`config.mk`:
```
export PLATFORM = sky130hd
export DESIGN_NAME = pipe_hazard_ctrl
export DESIGN_NICKNAME = d
export VERILOG_FILES = /design/src/rtl/pipe_ctrl_pkg.sv /design/src/rtl/load_use_detect.sv /design/src/rtl/pipe_hazard_ctrl.sv
export SDC_FILE = /design/constraint.sdc
export NUM_CORES = 1
export LEC_CHECK = 0
export CAP_MARGIN = 20
export CORE_UTILIZATION = 34
export CTS_CLUSTER_DIAMETER = 120
export DETAILED_ROUTE_END_ITERATION = 6
export PLACE_DENSITY = 0.72
export SLEW_MARGIN = 15
export SYNTH_ARGS = -nofsm -noshare
export SYNTH_HDL_FRONTEND = slang
export SYNTH_SLANG_ARGS = --single-unit
```
`constraint.sdc`:
```
create_clock -name clock -period 1.8 [get_ports clock]
set_clock_uncertainty 0.05 [all_clocks]
set_input_delay 0.27 -clock clock [delete_from_list [all_inputs] [get_ports clock]]
set_output_delay 0.27 -clock clock [all_outputs]
set_load 0.1 [all_outputs]
```
`src/rtl/pipe_ctrl_pkg.sv`:
```
// rtl/pipe_ctrl_pkg.sv - shared state encoding and register-number constants for the hazard controller
package pipe_ctrl_pkg;

    localparam int REG_W = 5;
    localparam logic [REG_W-1:0] XZR = 5'd31;

    // Countdown is wide enough for the largest branch-flush length (7)
    localparam int CD_W = 3;

    typedef enum logic [1:0] {
        ST_RUN      = 2'd0,
        ST_LU_STALL = 2'd1,
        ST_BR_FLUSH = 2'd2,
        ST_MEM_WAIT = 2'd3
    } hz_state_t;

endpackage

```
`src/rtl/load_use_detect.sv`:
```
// rtl/load_use_detect.sv - combinational load-use hazard comparator
module load_use_detect
    import pipe_ctrl_pkg::*;
(
    input  logic [REG_W-1:0] id_rn,
    input  logic [REG_W-1:0] id_rm,
    input  logic             id_uses_rn,
    input  logic             id_uses_rm,
    input  logic             idex_memRead,
    input  logic [REG_W-1:0] idex_Rd,
    output logic             hit
);

    // A load into the zero register never produces a real dependency
    always_comb begin
        hit = idex_memRead && (idex_Rd != XZR) &&
              ((id_uses_rn && (id_rn == idex_Rd)) ||
               (id_uses_rm && (id_rm == idex_Rd)));
    end

endmodule

```
`src/rtl/pipe_hazard_ctrl.sv`:
```
// rtl/pipe_hazard_ctrl.sv - pipeline stall/flush/freeze controller; HAZ_PERF_CNT_EN adds perf counters
module pipe_hazard_ctrl
    import pipe_ctrl_pkg::*;
#(
    parameter int BR_FLUSH_CYCLES = 2,
    parameter int CNT_WIDTH       = 16
) (
    input  logic                 clock,
    input  logic                 reset,
    input  logic [REG_W-1:0]     id_rn,
    input  logic [REG_W-1:0]     id_rm,
    input  logic                 id_uses_rn,
    input  logic                 id_uses_rm,
    input  logic                 idex_memRead,
    input  logic [REG_W-1:0]     idex_Rd,
    input  logic                 ex_branch_taken,
    input  logic                 dmem_req,
    input  logic                 dmem_ack,
    output logic                 pc_write,
    output logic                 ifid_write,
    output logic                 ifid_flush,
    output logic                 idex_flush,
    output logic                 exmem_flush,
    output logic                 idex_hold,
    output logic                 exmem_hold,
`ifdef HAZ_PERF_CNT_EN
    output logic [CNT_WIDTH-1:0] lu_stall_cnt,
    output logic [CNT_WIDTH-1:0] br_flush_cnt,
    output logic [CNT_WIDTH-1:0] mem_wait_cnt,
`endif
    output logic [1:0]           state_o
);

    localparam logic [CD_W-1:0] CD_LOAD = CD_W'(BR_FLUSH_CYCLES);

    hz_state_t       state_q, state_d;
    hz_state_t       saved_q, saved_d;
    logic [CD_W-1:0] cd_q, cd_d;
    logic            lu_hit;
    logic            freeze_in;
    logic            lu_evt, br_evt, frz_evt;

    load_use_detect u_lud (
        .id_rn        (id_rn),
        .id_rm        (id_rm),
        .id_uses_rn   (id_uses_rn),
        .id_uses_rm   (id_uses_rm),
        .idex_memRead (idex_memRead),
        .idex_Rd      (idex_Rd),
        .hit          (lu_hit)
    );

    assign freeze_in = dmem_req && !dmem_ack;
    assign state_o   = state_q;

    // State, saved pre-freeze state and branch countdown registers
    always_ff @(posedge clock or negedge reset) begin
        if (!reset) begin
            state_q <= ST_RUN;
            saved_q <= ST_RUN;
            cd_q    <= '0;
        end else begin
            state_q <= state_d;
            saved_q <= saved_d;
            cd_q    <= cd_d;
        end
    end

    // Next state and pipeline controls: freeze > branch > load-use > normal
    always_comb begin
        state_d     = state_q;
        saved_d     = saved_q;
        cd_d        = cd_q;
        pc_write    = 1'b1;
        ifid_write  = 1'b1;
        ifid_flush  = 1'b0;
        idex_flush  = 1'b0;
        exmem_flush = 1'b0;
        idex_hold   = 1'b0;
        exmem_hold  = 1'b0;
        lu_evt      = 1'b0;
        br_evt      = 1'b0;
        frz_evt     = 1'b0;

        if (state_q == ST_MEM_WAIT) begin
            if (!dmem_ack) begin
                pc_write   = 1'b0;
                ifid_write = 1'b0;
                idex_hold  = 1'b1;
                exmem_hold = 1'b1;
                frz_evt    = 1'b1;
            end else begin
                // Ack cycle: release the pipeline and resume where we left off
                state_d = saved_q;
            end
        end else if (freeze_in) begin
            pc_write   = 1'b0;
            ifid_write = 1'b0;
            idex_hold  = 1'b1;
            exmem_hold = 1'b1;
            frz_evt    = 1'b1;
            state_d    = ST_MEM_WAIT;
            saved_d    = state_q;
        end else if (ex_branch_taken) begin
            ifid_flush  = 1'b1;
            idex_flush  = 1'b1;
            exmem_flush = 1'b1;
            br_evt      = 1'b1;
            state_d     = ST_BR_FLUSH;
            cd_d        = CD_LOAD;
        end else begin
            case (state_q)
                ST_RUN: begin
                    if (lu_hit) begin
                        pc_write   = 1'b0;
                        ifid_write = 1'b0;
                        idex_flush = 1'b1;
                        lu_evt     = 1'b1;
                        state_d    = ST_LU_STALL;
                    end
                end
                ST_LU_STALL: begin
                    state_d = ST_RUN;
                end
                ST_BR_FLUSH: begin
                    if (cd_q <= 3'd1) begin
                        cd_d    = '0;
                        state_d = ST_RUN;
                    end else begin
                        cd_d = cd_q - 3'd1;
                    end
                end
                default: begin
                    state_d = ST_RUN;
                end
            endcase
        end

        // Reset drives a bubble into every stage and stops fetch
        if (!reset) begin
            pc_write    = 1'b0;
            ifid_write  = 1'b0;
            ifid_flush  = 1'b1;
            idex_flush  = 1'b1;
            exmem_flush = 1'b1;
            idex_hold   = 1'b0;
            exmem_hold  = 1'b0;
        end
    end

`ifdef HAZ_PERF_CNT_EN
    localparam logic [CNT_WIDTH-1:0] CNT_ONE = CNT_WIDTH'(1);

    // Saturating event counters
    always_ff @(posedge clock or negedge reset) begin
        if (!reset) begin
            lu_stall_cnt <= '0;
            br_flush_cnt <= '0;
            mem_wait_cnt <= '0;
        end else begin
            if (lu_evt && (lu_stall_cnt != '1)) lu_stall_cnt <= lu_stall_cnt + CNT_ONE;
            if (br_evt && (br_flush_cnt != '1)) br_flush_cnt <= br_flush_cnt + CNT_ONE;
            if (frz_evt && (mem_wait_cnt != '1)) mem_wait_cnt <= mem_wait_cnt + CNT_ONE;
        end
    end
`else
    logic unused_evt;
    assign unused_evt = lu_evt ^ br_evt ^ frz_evt;
`endif

endmodule
```
After elaboration in Yosys (flattened, before gate mapping):

Index checks and enable logic that the tools add are counted.

* output and inout port bits: 9
* register bits: 7
* input bits: 23
* logic and storage cells: 58

* equal/unequal tests: 8
* add/sub/neg operators: 1
* order comparisons: 1
* bitwise gates (word level): 2
* reduce and logical (&&, ||, !) cells: 12
* muxes and demuxes: 31

Operators with widths (number)
* $mux W1: 21
* $ne A5 B5 Y1 const B: 3
* $mux W2: 6
* $eq A5 B5 Y1: 2
* $mux W3: 3
* $reduce_and A3 Y1: 2
* $logic_and A1 B1 Y1: 5
* $eq A2 B2 Y1 const B: 2
* $pmux W2 S2: 1
* $le A3 B1 Y1 const B: 1
* $sub A3 B1 Y3 const B: 1
* $logic_not A2 Y1: 1
* $ne A2 B2 Y1 const B: 1
* $not A1 Y1: 2
* $reduce_and A2 Y1: 1
* $reduce_bool A2 Y1: 1
* $logic_not A1 Y1: 1
* $logic_or A1 B1 Y1: 1

Depth between registers and ports, before layout:

Gate-level depths: netlist of run 1.

* word-level depth: 10
* depth in mapped cells: 6
* mapped depth without buffers: 6

Cells and area by module:

From an unflattened synthesis of run 1, not the netlist that was laid out.

* cells, all modules: 78
* area total of the unflattened synthesis: 638.1 sq um

Modules (own cells, without submodules)
* pipe_hazard_ctrl: area each 509.2 sq um, seq. area each 175.2 sq um, cells an instance 60, times used 1
* load_use_detect: area each 128.9 sq um, seq. area each 0.0 sq um, cells an instance 18, times used 1

Least setup slack after synthesis of run 1:

OpenSTA, ideal clock, no wires.

* kind: register to output
* start: register state_q[1] (netlist: state_o[1])
* end: output idex_flush
* arrival time: 2984 ps
* path buffers: 1
* path slack: -1504 ps
* stages on the path, launching flop included: 4
* cell sequence: dfrtp_1 -> clkbuf_1 -> or4_1 -> o21bai_1

* cells in the longest elaborated chain, start to end: 6

Ends and longest elaborated chain
* start, declared: RTL line pipe_hazard_ctrl.sv:36 `hz_state_t state_q, state_d;`
* start signal, assigned: RTL line pipe_hazard_ctrl.sv:63 `state_q <= state_d;`
* $logic_not A2 Y1: RTL line pipe_hazard_ctrl.sv:112 `case (state_q)`
* $mux W1
* $mux W1: RTL line pipe_hazard_ctrl.sv:104 `end else if (ex_branch_taken) begin`
* $mux W1: RTL line pipe_hazard_ctrl.sv:96 `end else if (freeze_in) begin`
* $mux W1 (*): RTL line pipe_hazard_ctrl.sv:85 `if (state_q == ST_MEM_WAIT) begin`
* $mux W1 (*): RTL line pipe_hazard_ctrl.sv:140 `if (!reset) begin`
* end, declared: RTL line pipe_hazard_ctrl.sv:22 `output logic idex_flush,`

Mark *: on every way between the ends. The rest lies on a longest branch, timed or not.

Worst setup path after layout of run 1:

Same ends and word-level chain as after synthesis.

==> summary.txt, run 1 <==
Clock tree
  – Source-to-sink clock delay at the later pin of the worst-skew pair: 250 ps
  – # H-tree levels: 1
  – CTS hold repair buffers: 0
  – Max Buffers Root-to-Sink: 2
  – TritonCTS Buffers: 3
  – Clock sink count: 7
  – Clock Pin Slew Worst Setup and Hold Paths: 50 ps
  – Cell chosen for the clock root: clkbuf_4
  – CTS tree: yes

Pwr
  – Highest ir drop seen on vdd: 0.9334 mV
  – Reg power frac: 21.3%
  – Clock network fraction of total power: 10.1%
  – Share of total power consumed by net switching: 46.88%
  – Overall Power: 1362 uW
  – Leakage power figure: 0.0005791 uW
  – Cell-internal power: 723.7 uW
  – Net switching component of the power: 638.7 uW
  – Power per unit of standard cell area: 1044 nW/um^2
  – Part of the power in combinational logic: 68.6%

STA
  – Final number of max-transition violations: 0
  – RSZ-0062 raised after global routing: yes
  – Final number of hold-violating endpoints: 0
  – Share of the cycle needed by the critical path after routing: 107.8%
  – Hold_ws: 328.2 ps
  – Setup total negative slack: -392.9 ps
  – Setup slack after layout: -140.9 ps
  – Slew at the pin with the worst max-slew slack: 310.5 ps
  – Number of setup violations in the final report: 3
  – Slew headroom: 79.18%
  – Min Clock Period, post-route: 1941 ps
  – Achievable Freq: 515.2 MHz

Routing
  – Starting DRT DRC Count: 14
  – Via density: 4.916
  – Post-DRT Antenna Nets: 0
  – Drt total wl: 2.016 mm
  – Average routed wire per standard cell: 13.09 um
  – Pre-antenna DRT Iters: 4
  – Number of DRC violations after detailed routing: 0
  – Via count of the routed design: 757

Synthesis
  – Synth Warn #: 0
  – Register area share after synthesis: 27.94%
  – Number of instances in the synthesized netlist: 78
  – Average size of a mapped cell: 8.037 um^2
  – Total nets after synthesis: 103
  – Post-synth cell types: 31
  – Number of synthesized register bits: 7
  – Netlist Area Pre-Place: 626.9 um^2

Finish
  – Leading cell type in the layout, fill and taps excluded: buf_4
  – Multi-input logic area: 506.7 um^2
  – Number of nets in the final layout: 155
  – Final Util: 75.58%
  – N_diodes: 0
  – Area added between synthesis and finish: 108.2%
  – Fraction of final layout cells with drive strength greater than 1: 42.64%
  – Most frequent cells in the layout: buf_4, nor2_1, dlygate4sd2_1, buf_12, xor2_1
  – Number of inserted filler cells in the final layout: 125
  – FF+latch area: 182.7 um^2

Floorplanning
  – Die boundary width: 44.94 um
  – Placeable core region: 1727 um^2
  – Total die area: 2020 um^2
  – I/O Pins: 32
  – Y dimension of the die: 44.94 um
  – Row count: 15
  – Initial core utilization: 36.30%

Placed design
  – Pre-CTS setup slack: -454.5 ps
  – Dpl hpwl: 1.571 mm
  – Count of input and output buffers: 31
  – Placer congestion estimate: 0.8592

Worst setup path
  – R2R Path Start: state_o[0]
  – Critical path launch point: state_o[1]
  – Setup slack of the most critical reg-to-reg path: 190 ps
  – Type of element capturing the critical path: primary output
  – Crit path kind: register to primary output
  – Reg-to-Reg End: cd_q[2]
  – Data arrival at the endpoint of the critical path: 1620 ps
  – Cells on worst reg2reg path: 5
  – Required @ worst endpoint: 1480 ps
  – Startpoint class of the critical path: register
  – Critical-path maximum fanout: 3

Global route
  – Sum of overflow across all layers after global routing: 0
  – Number of antenna violations at the first check in global routing: 0
  – Pin count of the biggest net entering global routing: 10
  – Global-route wire length before repair: 3.222 mm
  – Vias in the first global route: 740
  – Global routing usage summed across all routing layers: 22.07%

Status
  – Result of the run: complete, but fails checks
  – Violations in the final reports: negative setup slack

Min path
  – Class of the tightest hold or removal check: input pin to async pin

Job
  – Count of maximum capacitance violations: 0
## cells by family (layout without fill, tap and decap cells)
logic type | Yosys count | in the layout | share of synthesized area [%]
xor gates and xnor gates | 10 | 10 | 13.97
DFF | 7 | 7 | 27.94
adders and majority gates | 2 | 2 | 3.991
buffers and inverters | 9 | 60 | 7.185
AOI/OAI and AO/OA | 18 | 18 | 21.16
and+or+nand+nor | 32 | 32 | 25.75
## per-stage QoR
stage	cell area, um^2	cells
after global placement	1219	147
after global routing	1305	154
after detailed placement	1219	147
after floorplan	739.5	78
after CTS	1270	154
final	1305	154
## area by class of cell
type / count / share of cell area, %
multi-input cells: 62 / 38.83
well taps: 25 / 2.397
flip-flops and latches: 7 / 14.00
inverters: 4 / 1.151
clock buffers: 4 / 2.013
repair buffers: 52 / 41.61
## routing by layer
metal	global-route usage, %	part of all wire, %	vias to the layer above
li1	-	-	375
met1	29.18	44	366
met2	36.52	54	16
met3	4.800	2.6	0
met4	5.455	0	0
met5	0	0	-
## power by group through the flow
| stage | registers (uW) | logic, uW | clock network, uW |
|---|---|---|---|
| after detailed placement | 294 | 860 | 0 |
| final | 290 | 935 | 138 |
| after global routing | 300 | 995 | 152 |
| after floorplan | 378 | 486 | 0 |
| after CTS | 285 | 901 | 141 |
| after global placement | 291 | 842 | 0 |
## synthesized netlist by cell type
library cell	number	share of area (%)
nor2_1	13	7.8
xor2_1	8	11
dfrtp_1	7	28
inv_1	4	2.4
nand2_1	4	2.4
nand3_1	4	3.2
nor2b_1	4	4.0
a21oi_1	3	2.4
buf_4	3	3.6
o21ai_0	3	2.4
clkbuf_1	2	1.2
ha_1	2	4.0
o31ai_1	2	2.4
xnor2_1	2	2.8
a211oi_1	1	1.2
a2bb2oi_1	1	1.4
a32oi_1	1	1.4
and2_0	1	1.0
and2_1	1	1.0
nand2b_1	1	1.0
nor3b_1	1	1.2
nor4_1	1	1.0
nor4_2	1	2.0
o2111ai_1	1	1.4
o21a_1	1	1.2
o21ba_2	1	1.6
o21bai_1	1	1.2
o221a_2	1	1.8
o31a_1	1	1.4
o32ai_1	1	1.4
or4_1	1	1.2
## flip-flops by register name (all words and copies together), names as in the netlist
register / count
cd_q: 3
saved_q: 2
state_o: 2
## worst max-delay path by stage
stage          slack (ps)  cells past startpoint          to
6_report             -140                      3  idex_flush
5_1_grt              -200                      7  idex_flush
4_1_cts              -140                      6  ifid_write
3_5_place_dp         -450                      6  ifid_write
3_3_place_gp         -430                      6  ifid_write
2_1_floorplan        -420                      3  idex_flush
## critical path: stages, from the launching register on
cell,delay (ps)
dfrtp_4,480
or4_4,550
o21bai_4,140
buf_12,180
## timing repair
item / in CTS / in global routing
pin swaps: 9 / 1
buffers inserted: 3 / 0
setup endpoints to repair: 7 / 7
resized for setup: 34 / 7
Power figures use the tool's default switching activity.
==> run 2: changes to the inputs <==
--- a/config.mk
+++ b/config.mk
@@ -6,11 +6,10 @@
 export NUM_CORES = 1
 export LEC_CHECK = 0
 export CAP_MARGIN = 20
-export CORE_UTILIZATION = 34
-export CTS_CLUSTER_DIAMETER = 120
+export CORE_UTILIZATION = 38
+export CTS_CLUSTER_DIAMETER = 100
 export DETAILED_ROUTE_END_ITERATION = 6
-export PLACE_DENSITY = 0.72
-export SLEW_MARGIN = 15
+export PLACE_DENSITY = 0.79
 export SYNTH_ARGS = -nofsm -noshare
 export SYNTH_HDL_FRONTEND = slang
 export SYNTH_SLANG_ARGS = --single-unit
==> summary.txt, run 2 (synthesis gave the netlist of run 1 again) <==
Finish
  – Fraction of final layout cells with drive strength greater than 1: 50.39%
  – Final Util: 85.63%
  – Number of inserted filler cells in the final layout: 76
  – Most frequent cells in the layout: buf_4, nor2_1, buf_12
  – N_diodes: 0
  – Number of nets in the final layout: 153
  – Leading cell type in the layout, fill and taps excluded: buf_4
  – Number of flip-flops under the largest register name: 3
  – Area added between synthesis and finish: 108.2%
  – Most flop-heavy register: cd_q

Worst setup path
  – Critical-path maximum fanout: 5
  – Slowest-stage cell, CP: dfrtp_4
  – Critical path, cell by cell: buf_6 > a21oi_2 > nor2_2 > nor2b_1 > o31a_4 > buf_12
  – Crit path kind: register to primary output
  – R2R Path Start: state_o[0]
  – Data arrival at the endpoint of the critical path: 1680 ps
  – Type of element capturing the critical path: primary output
  – Cells on worst reg2reg path: 5
  – Critical path launch point: state_o[0]
  – Required @ worst endpoint: 1480 ps
  – Startpoint class of the critical path: register
  – Peak per-stage delay on the critical path: 500 ps

Routing
  – Post-DRT Antenna Nets: 0
  – Average routed wire per standard cell: 17.49 um
  – Via density: 5.601
  – Via count of the routed design: 801
  – Pre-antenna DRT Iters: 4
  – Number of DRC violations after detailed routing: 0
  – Starting DRT DRC Count: 37
  – Drt total wl: 2.501 mm

Clock tree
  – Cell chosen for the clock root: clkbuf_4
  – TritonCTS Buffers: 3
  – Clock Pin Slew Worst Setup and Hold Paths: 60 ps
  – CTS tree: yes
  – Source-to-sink clock delay at the later pin of the worst-skew pair: 250 ps
  – Max Buffers Root-to-Sink: 2
  – CTS hold repair buffers: 0
  – Clock sink count: 7
  – # H-tree levels: 1

STA
  – Final number of max-transition violations: 0
  – Setup total negative slack: -566.2 ps
  – Min Clock Period, post-route: 1999 ps
  – Hold_ws: 353.5 ps
  – Final number of hold-violating endpoints: 0
  – Slew headroom: 81.28%
  – Setup slack after layout: -198.7 ps
  – Share of the cycle needed by the critical path after routing: 111.0%
  – Achievable Freq: 500.3 MHz
  – Number of setup violations in the final report: 3
  – RSZ-0062 raised after global routing: yes
  – Slew at the pin with the worst max-slew slack: 280.2 ps

Pwr
  – Leakage power figure: 0.0005936 uW
  – Highest ir drop seen on vdd: 1.036 mV
  – Power per unit of standard cell area: 1054 nW/um^2

Job
  – Count of maximum capacitance violations: 0

Floorplanning
  – Y dimension of the die: 42.62 um
  – I/O Pins: 32
  – Placeable core region: 1524 um^2
  – Die boundary width: 42.62 um
  – Row count: 14
  – Total die area: 1816 um^2
  – Initial core utilization: 41.13%

Placed design
  – Placer congestion estimate: 0.8832
  – Count of input and output buffers: 31
  – Dpl hpwl: 1.583 mm
  – Pre-CTS setup slack: -469.4 ps

Status
  – Result of the run: complete, but fails checks
  – Violations in the final reports: negative setup slack

Global route
  – Pin count of the biggest net entering global routing: 10
  – Number of antenna violations at the first check in global routing: 0
  – Vias in the first global route: 778
  – Global-route wire length before repair: 3.470 mm
  – Global routing usage summed across all routing layers: 25.67%
  – Sum of overflow across all layers after global routing: 0

Min path
  – Class of the tightest hold or removal check: input pin to async pin
[run 2: power by group]
| group | internal, uW | switching, uW |
|---|---|---|
| Sequential | 230 | 63.9 |
| Clock | 84.2 | 52.8 |
| Combinational | 393 | 551 |
| Total | 708 | 668 |
[run 2: layer usage]
layer / share of wire, % / vias to the layer above / global-route usage [%]
li1: - / 366 / -
met1: 38 / 374 / 31.34
met2: 49 / 51 / 43.38
met3: 8.8 / 10 / 6.034
met4: 3.9 / 0 / 10.00
met5: 0 / - / 0
[run 2: worst paths after layout]
path	to	slack (ps)
worst max register to register	cd_q[2]	210
worst min register to register	saved_q[0]	450
max in group asynchronous	state_o[1]	1060
worst min-delay path	saved_q[0]	350
worst max-delay path	pc_write	-200
min in group clock	saved_q[0]	450
[run 2: timing repair]
item                                    CTS  global route
resized for setup                        29            30
buffers inserted                          1             0
endpoints found under the setup margin    7             4
pin swaps                                 8            13
[run 2: through the flow]
stage	power, uW	instance area, um^2	cells
after global placement	1129	1207	138
after global routing	1445	1305	143
final	1375	1305	143
after floorplan	863.6	739.5	78
after CTS	1309	1261	143
after detailed placement	1151	1207	138
[run 2: final cells by class]
| cell class | count | area, um^2 | area share (%) |
|---|---|---|---|
| inverter | 4 | 15.01 | 1.151 |
| multi-input combinational | 62 | 555.5 | 42.57 |
| clock buffer | 4 | 26.28 | 2.013 |
| tap | 16 | 20.02 | 1.534 |
| timing repair buffer | 50 | 505.5 | 38.73 |
| sequential | 7 | 182.7 | 14.00 |
[run 2: critical path: cells and delay by family (launching register included)]
family                 cells  cell delay (ps)
flip-flops                 1              500
AO/OA/AOI/OAI              2              340
buffers and inverters      2              310
AND/OR/NAND/NOR            2              270
